$ cat src/rtl/alu_seq.sv
// alu_seq: multi-cycle ALU with an iterative restoring divider for DIV/MOD.
// Latency: 1 cycle for every op except DIV/MOD with B!=0, which take DATAWIDTH+1 cycles.
// Backpressure: Busy is high while a division iterates; Enable is ignored (not queued) then.
//
// Ports:
//   CLK, RST         clock (rising edge) and asynchronous active-low reset
//   A, B             unsigned operands, DATAWIDTH bits
//   ALU_FUNC         opcode, sampled together with Enable
//   Enable           request strobe, accepted only when Busy=0
//   Busy             registered, high while the divider iterates
//   ALU_OUT          registered 2*DATAWIDTH result, holds between results
//   OUT_VALID        one-cycle pulse when ALU_OUT updates
//   DIV_ERR          qualifies the pulse: DIV/MOD with B=0, or divider not built
//
// Build option: define ALU_DIV_EN to build the iterative divider. Without it,
// DIV/MOD finish in one cycle with ALU_OUT=0 and DIV_ERR=1, and Busy is tied low.
module alu_seq #(
  parameter int DATAWIDTH = 8,
  parameter int FUNC      = 4
) (
  input  logic                   CLK,
  input  logic                   RST,
  input  logic [DATAWIDTH-1:0]   A,
  input  logic [DATAWIDTH-1:0]   B,
  input  logic [FUNC-1:0]        ALU_FUNC,
  input  logic                   Enable,
  output logic                   Busy,
  output logic [2*DATAWIDTH-1:0] ALU_OUT,
  output logic                   OUT_VALID,
  output logic                   DIV_ERR
);

  localparam int W  = DATAWIDTH;
  localparam int OW = 2 * DATAWIDTH;

  localparam logic [FUNC-1:0] OP_ADD   = FUNC'(0);
  localparam logic [FUNC-1:0] OP_SUB   = FUNC'(1);
  localparam logic [FUNC-1:0] OP_MUL   = FUNC'(2);
  localparam logic [FUNC-1:0] OP_DIV   = FUNC'(3);
  localparam logic [FUNC-1:0] OP_AND   = FUNC'(4);
  localparam logic [FUNC-1:0] OP_OR    = FUNC'(5);
  localparam logic [FUNC-1:0] OP_NAND  = FUNC'(6);
  localparam logic [FUNC-1:0] OP_NOR   = FUNC'(7);
  localparam logic [FUNC-1:0] OP_XOR   = FUNC'(8);
  localparam logic [FUNC-1:0] OP_XNOR  = FUNC'(9);
  localparam logic [FUNC-1:0] OP_CMPEQ = FUNC'(10);
  localparam logic [FUNC-1:0] OP_CMPGT = FUNC'(11);
  localparam logic [FUNC-1:0] OP_CMPLT = FUNC'(12);
  localparam logic [FUNC-1:0] OP_SHL   = FUNC'(13);
  localparam logic [FUNC-1:0] OP_SHR   = FUNC'(14);
  localparam logic [FUNC-1:0] OP_MOD   = FUNC'(15);

  // Single-cycle result path
  logic [W-1:0]  and_w, or_w, xor_w, nand_w, nor_w, xnor_w;
  logic [W:0]    sum_w, diff_w;
  logic [OW-1:0] fast_res;
  logic          fast_err;

  always_comb begin
    and_w    = A & B;
    or_w     = A | B;
    xor_w    = A ^ B;
    nand_w   = ~and_w;
    nor_w    = ~or_w;
    xnor_w   = ~xor_w;
    sum_w    = {1'b0, A} + {1'b0, B};
    // W+1 bit difference: bit W ends up as the borrow
    diff_w   = {1'b0, A} - {1'b0, B};
    fast_res = '0;
    fast_err = 1'b0;
    case (ALU_FUNC)
      OP_ADD:   fast_res = OW'(sum_w);
      OP_SUB:   fast_res = OW'(diff_w);
      OP_MUL:   fast_res = OW'(A) * OW'(B);
      OP_AND:   fast_res = OW'(and_w);
      OP_OR:    fast_res = OW'(or_w);
      OP_NAND:  fast_res = OW'(nand_w);
      OP_NOR:   fast_res = OW'(nor_w);
      OP_XOR:   fast_res = OW'(xor_w);
      OP_XNOR:  fast_res = OW'(xnor_w);
      OP_CMPEQ: fast_res = (A == B) ? OW'(1) : '0;
      OP_CMPGT: fast_res = (A > B)  ? OW'(2) : '0;
      OP_CMPLT: fast_res = (A < B)  ? OW'(3) : '0;
      OP_SHL:   fast_res = OW'({A, 1'b0});
      OP_SHR:   fast_res = OW'(A >> 1);
      // Only reached here with B=0 when the divider exists; otherwise always an error
      OP_DIV: begin
        fast_err = 1'b1;
`ifdef ALU_DIV_EN
        fast_res = OW'({W{1'b1}});
`endif
      end
      OP_MOD: begin
        fast_err = 1'b1;
`ifdef ALU_DIV_EN
        fast_res = OW'(A);
`endif
      end
      default: fast_res = '0;
    endcase
  end

  logic          start;     // accepted DIV/MOD that needs the iterative divider
  logic          div_done;  // last divider iteration this cycle
  logic [OW-1:0] div_res;

`ifdef ALU_DIV_EN
  typedef enum logic {S_IDLE = 1'b0, S_DIV = 1'b1} state_t;
  localparam int CW = $clog2(W);

  state_t        state, state_nxt;
  logic [W-1:0]  dvd_q, dvs_q, rem_q, quo_q;
  logic [CW-1:0] cnt_q;
  logic          mod_q;
  logic          is_div;
  logic [W:0]    trial;
  logic          ge;
  logic [W-1:0]  rem_it, quo_it;
  logic          last;

  // One restoring step: shift next dividend bit into the partial remainder
  always_comb begin
    trial  = {rem_q, dvd_q[W-1]};
    ge     = (trial >= {1'b0, dvs_q});
    rem_it = ge ? W'(trial - {1'b0, dvs_q}) : trial[W-1:0];
    quo_it = {quo_q[W-2:0], ge};
    last   = (cnt_q == CW'(W - 1));
  end

  assign is_div   = (ALU_FUNC == OP_DIV) || (ALU_FUNC == OP_MOD);
  assign start    = Enable && (state == S_IDLE) && is_div && (B != '0);
  assign Busy     = (state == S_DIV);
  assign div_done = (state == S_DIV) && last;
  assign div_res  = mod_q ? OW'(rem_it) : OW'(quo_it);

  always_ff @(posedge CLK or negedge RST) begin
    if (!RST) state <= S_IDLE;
    else      state <= state_nxt;
  end

  always_comb begin
    state_nxt = state;
    case (state)
      S_IDLE: if (start) state_nxt = S_DIV;
      S_DIV:  if (last)  state_nxt = S_IDLE;
    endcase
  end

  always_ff @(posedge CLK or negedge RST) begin
    if (!RST) begin
      dvd_q <= '0;
      dvs_q <= '0;
      rem_q <= '0;
      quo_q <= '0;
      cnt_q <= '0;
      mod_q <= 1'b0;
    end else if (start) begin
      dvd_q <= A;
      dvs_q <= B;
      rem_q <= '0;
      quo_q <= '0;
      cnt_q <= '0;
      mod_q <= (ALU_FUNC == OP_MOD);
    end else if (state == S_DIV) begin
      dvd_q <= {dvd_q[W-2:0], 1'b0};
      rem_q <= rem_it;
      quo_q <= quo_it;
      cnt_q <= cnt_q + CW'(1);
    end
  end
`else
  assign start    = 1'b0;
  assign Busy     = 1'b0;
  assign div_done = 1'b0;
  assign div_res  = '0;
`endif

  // Output next-value logic; Busy gates new requests, divider completion wins
  logic [OW-1:0] out_nxt;
  logic          vld_nxt, err_nxt;

  always_comb begin
    out_nxt = ALU_OUT;
    vld_nxt = 1'b0;
    err_nxt = DIV_ERR;
    if (div_done) begin
      out_nxt = div_res;
      vld_nxt = 1'b1;
      err_nxt = 1'b0;
    end else if (Enable && !Busy && !start) begin
      out_nxt = fast_res;
      vld_nxt = 1'b1;
      err_nxt = fast_err;
    end
  end

  always_ff @(posedge CLK or negedge RST) begin
    if (!RST) begin
      ALU_OUT   <= '0;
      OUT_VALID <= 1'b0;
      DIV_ERR   <= 1'b0;
    end else begin
      ALU_OUT   <= out_nxt;
      OUT_VALID <= vld_nxt;
      DIV_ERR   <= err_nxt;
    end
  end

endmodule

$ cat config.mk
export PLATFORM = sky130hd
export DESIGN_NAME = alu_seq
export DESIGN_NICKNAME = d
export VERILOG_FILES = /design/src/rtl/alu_seq.sv
export SDC_FILE = /design/constraint.sdc
export NUM_CORES = 1
export LEC_CHECK = 0
export ABC_AREA = 1
export CAP_MARGIN = 20
export CORE_ASPECT_RATIO = 1.75
export CORE_MARGIN = 2
export CORE_UTILIZATION = 60
export CTS_BUF_LIST = sky130_fd_sc_hd__clkbuf_16
export DETAILED_ROUTE_END_ITERATION = 16
export PLACE_DENSITY = 0.85
export SLEW_MARGIN = 40
export SYNTH_ARGS = -nofsm -noshare
export SYNTH_HDL_FRONTEND = slang
export SYNTH_SLANG_ARGS = --single-unit
$ cat constraint.sdc
create_clock -name CLK -period 0.8 [get_ports CLK]
set_clock_uncertainty 0.1 [all_clocks]
set_input_delay 0.16 -clock CLK [delete_from_list [all_inputs] [get_ports CLK]]
set_output_delay 0.16 -clock CLK [all_outputs]
set_load 0.1 [all_outputs]
==> metrics.yaml, run 1 <==
synthSimpleGateAreaFrac: 0.342
rows: 42
yosys.area_share.adder: 0.332
synth_compound_area_frac: 0.0692
synthMuxAreaShare: 0
yosys_warnings: 0
clock_path_buffers: 2
yosysUniqueCellTypes: 29
grt_pass1_wl_um: 46700
seq_area_frac_synth: 0.0988
synth-async-reset-ratio: 1.00
cts_max_level: 1
synth_top_flop_cell: "dfrtp_1"
netlist_instances: 741
synth_top_family_by_area: "simple AND/OR/NAND/NOR gates"
syn_area_per_cell_sq_um: 6.15
post-dp-hpwl_um: 14400
synth_top_area_share: 0.198
outcome: "aborted with a tool error"
die_w_um: 69.9
overflow: 150
synth_area_sq_um: 4560
io_pins: 42
placed_area_sq_um: 6420
die_height_um: 119
syn_nets: 862
yosysTopAreaCell: "nand2_1"
synth_xor_area_frac: 0.00769
ys_ff_latch: 18
stop_error: "[ERROR GRT-0116] Global routing finished with congestion. Check the congestion regions in the DRC Viewer."
grt_pass1_vias: 8308
yosysMostFrequentCell: "nand2_1"
gp_congestion: 1.01
synth_edf_count: 0
port_buffers: 40
grt.total_usage: 0.726
holdBufCountCts: 0
cts.sinks: 18
place_inst: 966
synth_common_cells: "240 x nand2_1, 153 x inv_1, 72 x nor2_1"
haltStage: "global routing (5_1_grt)"
synth_area_leaders: "nand2_1 20%, fa_1 17%, ha_1 16%, inv_1 13%, dfrtp_1 9.9%"
numCtsBuffers: 3
initial_utilization: 0.611
cts_root_buffer: "clkbuf_16"
grt_max_degree: 19
==> per-layer routing <==
layer,GRT overflow,track usage
met1,0,0.697
met2,94,0.990
met3,3,0.420
met4,53,0.817
met5,0,0.0588
==> logic make-up after synthesis <==
logic type | count (synthesis)
simple gates | 385
buf+inv | 177
fa+ha+maj | 98
compound gates | 58
flops | 18
xor+xnor | 4
other cells | 1
==> stage by stage <==
stage | hold WS (ns) | utilization | worst slack, ns | setup TNS [ns]
floorplan | -0.236 | - | -2.67 | -35.97
global placement | 0.410 | 0.861 | -3.38 | -49.90
detailed placement | 0.430 | 0.861 | -3.55 | -52.05
CTS | 0.160 | 0.959 | -2.88 | -44.37
==> repair_timing <==
| item | in CTS |
|---|---|
| pin swaps | 82 |
| endpoints found under the setup margin | 35 |
| resized for setup | 224 |
| hold endpoints to repair | 0 |
| buffers inserted | 23 |
==> inputs of run 2 (changes only) <==
CORE_ASPECT_RATIO = default   (was 1.75)
CORE_UTILIZATION = 40   (was 60)
CTS_BUF_LIST = default   (was sky130_fd_sc_hd__clkbuf_16)
PLACE_DENSITY = default   (was 0.85)
PLACE_DENSITY_LB_ADDON = 0.15   (was default)
==> run 2 against run 1 <==
Against the previous run:
- the flow now finishes, with violations (negative setup slack)
- synthesized cell count stayed put
- area after synthesis stayed put
==> metrics.yaml, run 2 <==
diodes: 0
cts_tree: "built"
ir_worst_vdd_uv: 2010
die_height_um: 111  # -7.2%
avgRoutedWirePerCell_um: 15.4
outcome: "complete, but fails checks"
port_buffers: 40  # unchanged
clk_pin_slew_worst_paths_ns: 0.05
rr_worst_depth: 4
core_area_sq_um: 11000
cts.sinks: 18  # unchanged
combPwrFrac: 0.831
crit_path_start_kind: "input port"
num_vias: 5145
remaining_drc_errors: 0
finalCritPeriodShare: 4.33
path_max_fanout: 5
crit_family: "adder cells"
rr_startpoint: "ALU_OUT[14]$_DFFE_PN0P_"
crit_chain: "buf_6, buf_6, nand2_4, fa_1, fa_1, inv_1, fa_1, inv_2, fa_1, inv_2, ha_4, inv_1, nand3_1, nand2_1, nor2_2, nor2_2, nand3_1, nand2_1, nand2_1"
holdWs_ns: 0.150
gp_congestion: 0.947  # -6.3%
die_w_um: 111  # +58%
synth-async-reset-ratio: 1.00  # unchanged
drive_gt1_frac: 0.435
fmax_mhz: 289
synth_top_flop_cell: "dfrtp_1"
end_kind: "register"
initial_utilization: 0.415  # -0.196
cts_max_level: 1  # unchanged
power_mw: 13.1
largest_reg_flops: 16
p_per_area_nw_per_um2: 1760
overflow: 0
viasPerCell: 4.93
clkLatencyLatePin_ns: 0.24
layout_commonest_cell: "nand2_1"
clock_path_buffers: 2  # unchanged
drtIter0Drc: 243
pre_cts_ws_ns: -3.47  # +0.0774 ns
top_register: "ALU_OUT"
seq_area_frac_synth: 0.0988  # unchanged
netlist_instances: 741  # unchanged
cts_root_buffer: "clkbuf_16"
grt_max_degree: 19
placed_area_sq_um: 6520  # +1.6%
grt_pass1_vias: 5470
dr.pass1.iters: 5
worstPathRequired_ns: 0.89
ant_nets: 0
leakage_nw: 3.97
synth_top_area_share: 0.198  # unchanged
reg_top3: "ALU_OUT x16, DIV_ERR x1, OUT_VALID x1"
hold_viol: 0
synth_common_cells: "240 x nand2_1, 153 x inv_1, 72 x nor2_1"
yosysUniqueCellTypes: 29  # unchanged
fillers: 984
post-dp-hpwl_um: 13200  # -8.2%
period_needed_ns: 3.46
yosys_warnings: 0  # unchanged
synth_edf_count: 0  # unchanged
final_cell_mix: "199 x nand2_1, 121 x buf_4, 107 x inv_1"
place_inst: 1021  # +5.7%
maxCapViolCount: 0
grt_antenna_before_repair: 0
swShare: 0.498
yosysTopAreaCell: "nand2_1"
yosysMostFrequentCell: "nand2_1"
cpMostUsedCell: "fa_1"
critPathBufInv: 6
drt_wl_total_um: 16000
numCtsBuffers: 3  # unchanged
startpoint: "A[3]"
die_area_sq_um: 12300
setup_viol: 35
rows: 38  # -9.5%
grt.total_usage: 0.264
syn_nets: 862  # unchanged
violations: "negative setup slack"
power_frac_seq: 0.092
area_delta_synth_final_pct: 62.9
p_clk_frac: 0.077
p_switching_mw: 6.52
holdBufCountCts: 0  # unchanged
ys_ff_latch: 18  # unchanged
cp_slowest_stage_delay_ns: 0.54
crit_type: "input port to register"
grt_pass1_wl_um: 26600
r2r_setup_slack_ns: -0.27
cp.depth: 19
slew_violations: 0
rsz0062_at_grt: "true"
intPower_mw: 6.57
fin_ws_ns: -2.66
cp.arrival_ns: 3.55
instances_no_fill: 1043
syn_area_per_cell_sq_um: 6.15  # unchanged
fin_area_sq_um: 7420
io_pins: 42  # unchanged
synth_area_sq_um: 4560  # unchanged
nets: 1025
synth_area_leaders: "nand2_1 20%, fa_1 17%, ha_1 16%, inv_1 13%, dfrtp_1 9.9%"
reg2reg_to: "ALU_OUT[14]$_DFFE_PN0P_"
worst_path_max_delay_cell: "fa_1"
holdCritPathClass: "input port to async pin"
endpoint: "ALU_OUT[7]$_DFFE_PN0P_"
-- run 2: worst reg2reg max path: stages, from the launching register on --
cell and delay [ns]:
dfrtp_4 0.48, buf_4 0.14, buf_4 0.12, nand2_1 0.05
o21ai_1 0.06
-- run 2: area by class of cell --
class                      count  area (sq um)  share of cell area
inverter                     155           611              0.0822
sequential                    18           514              0.0693
clock buffer                   4          78.8              0.0106
tap                          140           175              0.0236
timing repair buffer         180          1770               0.238
multi-input combinational    546          4280               0.576
-- run 2: power groups by stage --
stage               combinational (mW)  clock, mW  sequential, mW
floorplan                         5.16          0            1.96
global placement                  8.60          0            1.22
detailed placement                8.68          0            1.23
CTS                               10.0       1.03            1.21
global route                      11.8       1.08            1.22
finish                            10.9       1.01            1.21
-- run 2: metal layers --
metal  part of all wire  GRT usage
met5                  0          0
met4              0.029     0.0750
met3              0.021     0.0180
met2               0.50      0.479
met1               0.45      0.338
-- run 2: worst min-delay path by stage --
stage | from | endpoint | slack, ns
2_1_floorplan | RST | ALU_OUT[15]$_DFFE_PN0P_ | -0.24
3_3_place_gp | RST | ALU_OUT[13]$_DFFE_PN0P_ | 0.41
3_5_place_dp | RST | ALU_OUT[14]$_DFFE_PN0P_ | 0.42
4_1_cts | RST | DIV_ERR$_DFFE_PN0P_ | 0.15
5_1_grt | RST | ALU_OUT[2]$_DFFE_PN0P_ | 0.16
6_report | RST | ALU_OUT[14]$_DFFE_PN0P_ | 0.15
-- run 2: per-stage QoR --
stage / util / setup TNS [ns]
2_1_floorplan: - / -35.97
3_5_place_dp: 0.594 / -52.00
4_1_cts: 0.652 / -42.90
3_3_place_gp: 0.594 / -51.50
6_report: 0.676 / -42.07
5_1_grt: 0.676 / -44.38
-- run 2: cell families after synthesis --
group	count (synthesis)	synth area share
AND/OR/NAND/NOR	385	0.342
buffers and inverters	177	0.150
adder cells (fa/ha/maj)	98	0.332
AO/OA/AOI/OAI	58	0.0692
flip-flops	18	0.0988
XOR/XNOR	4	0.00769
other	1	0.000823
-- run 2: repair_timing --
action / CTS / global route
setup endpoints to repair: 35 / 35
buffers inserted: 15 / 6
gates resized for setup: 216 / 86
pin swaps: 53 / 70
(Power assumes the default switching activity.)
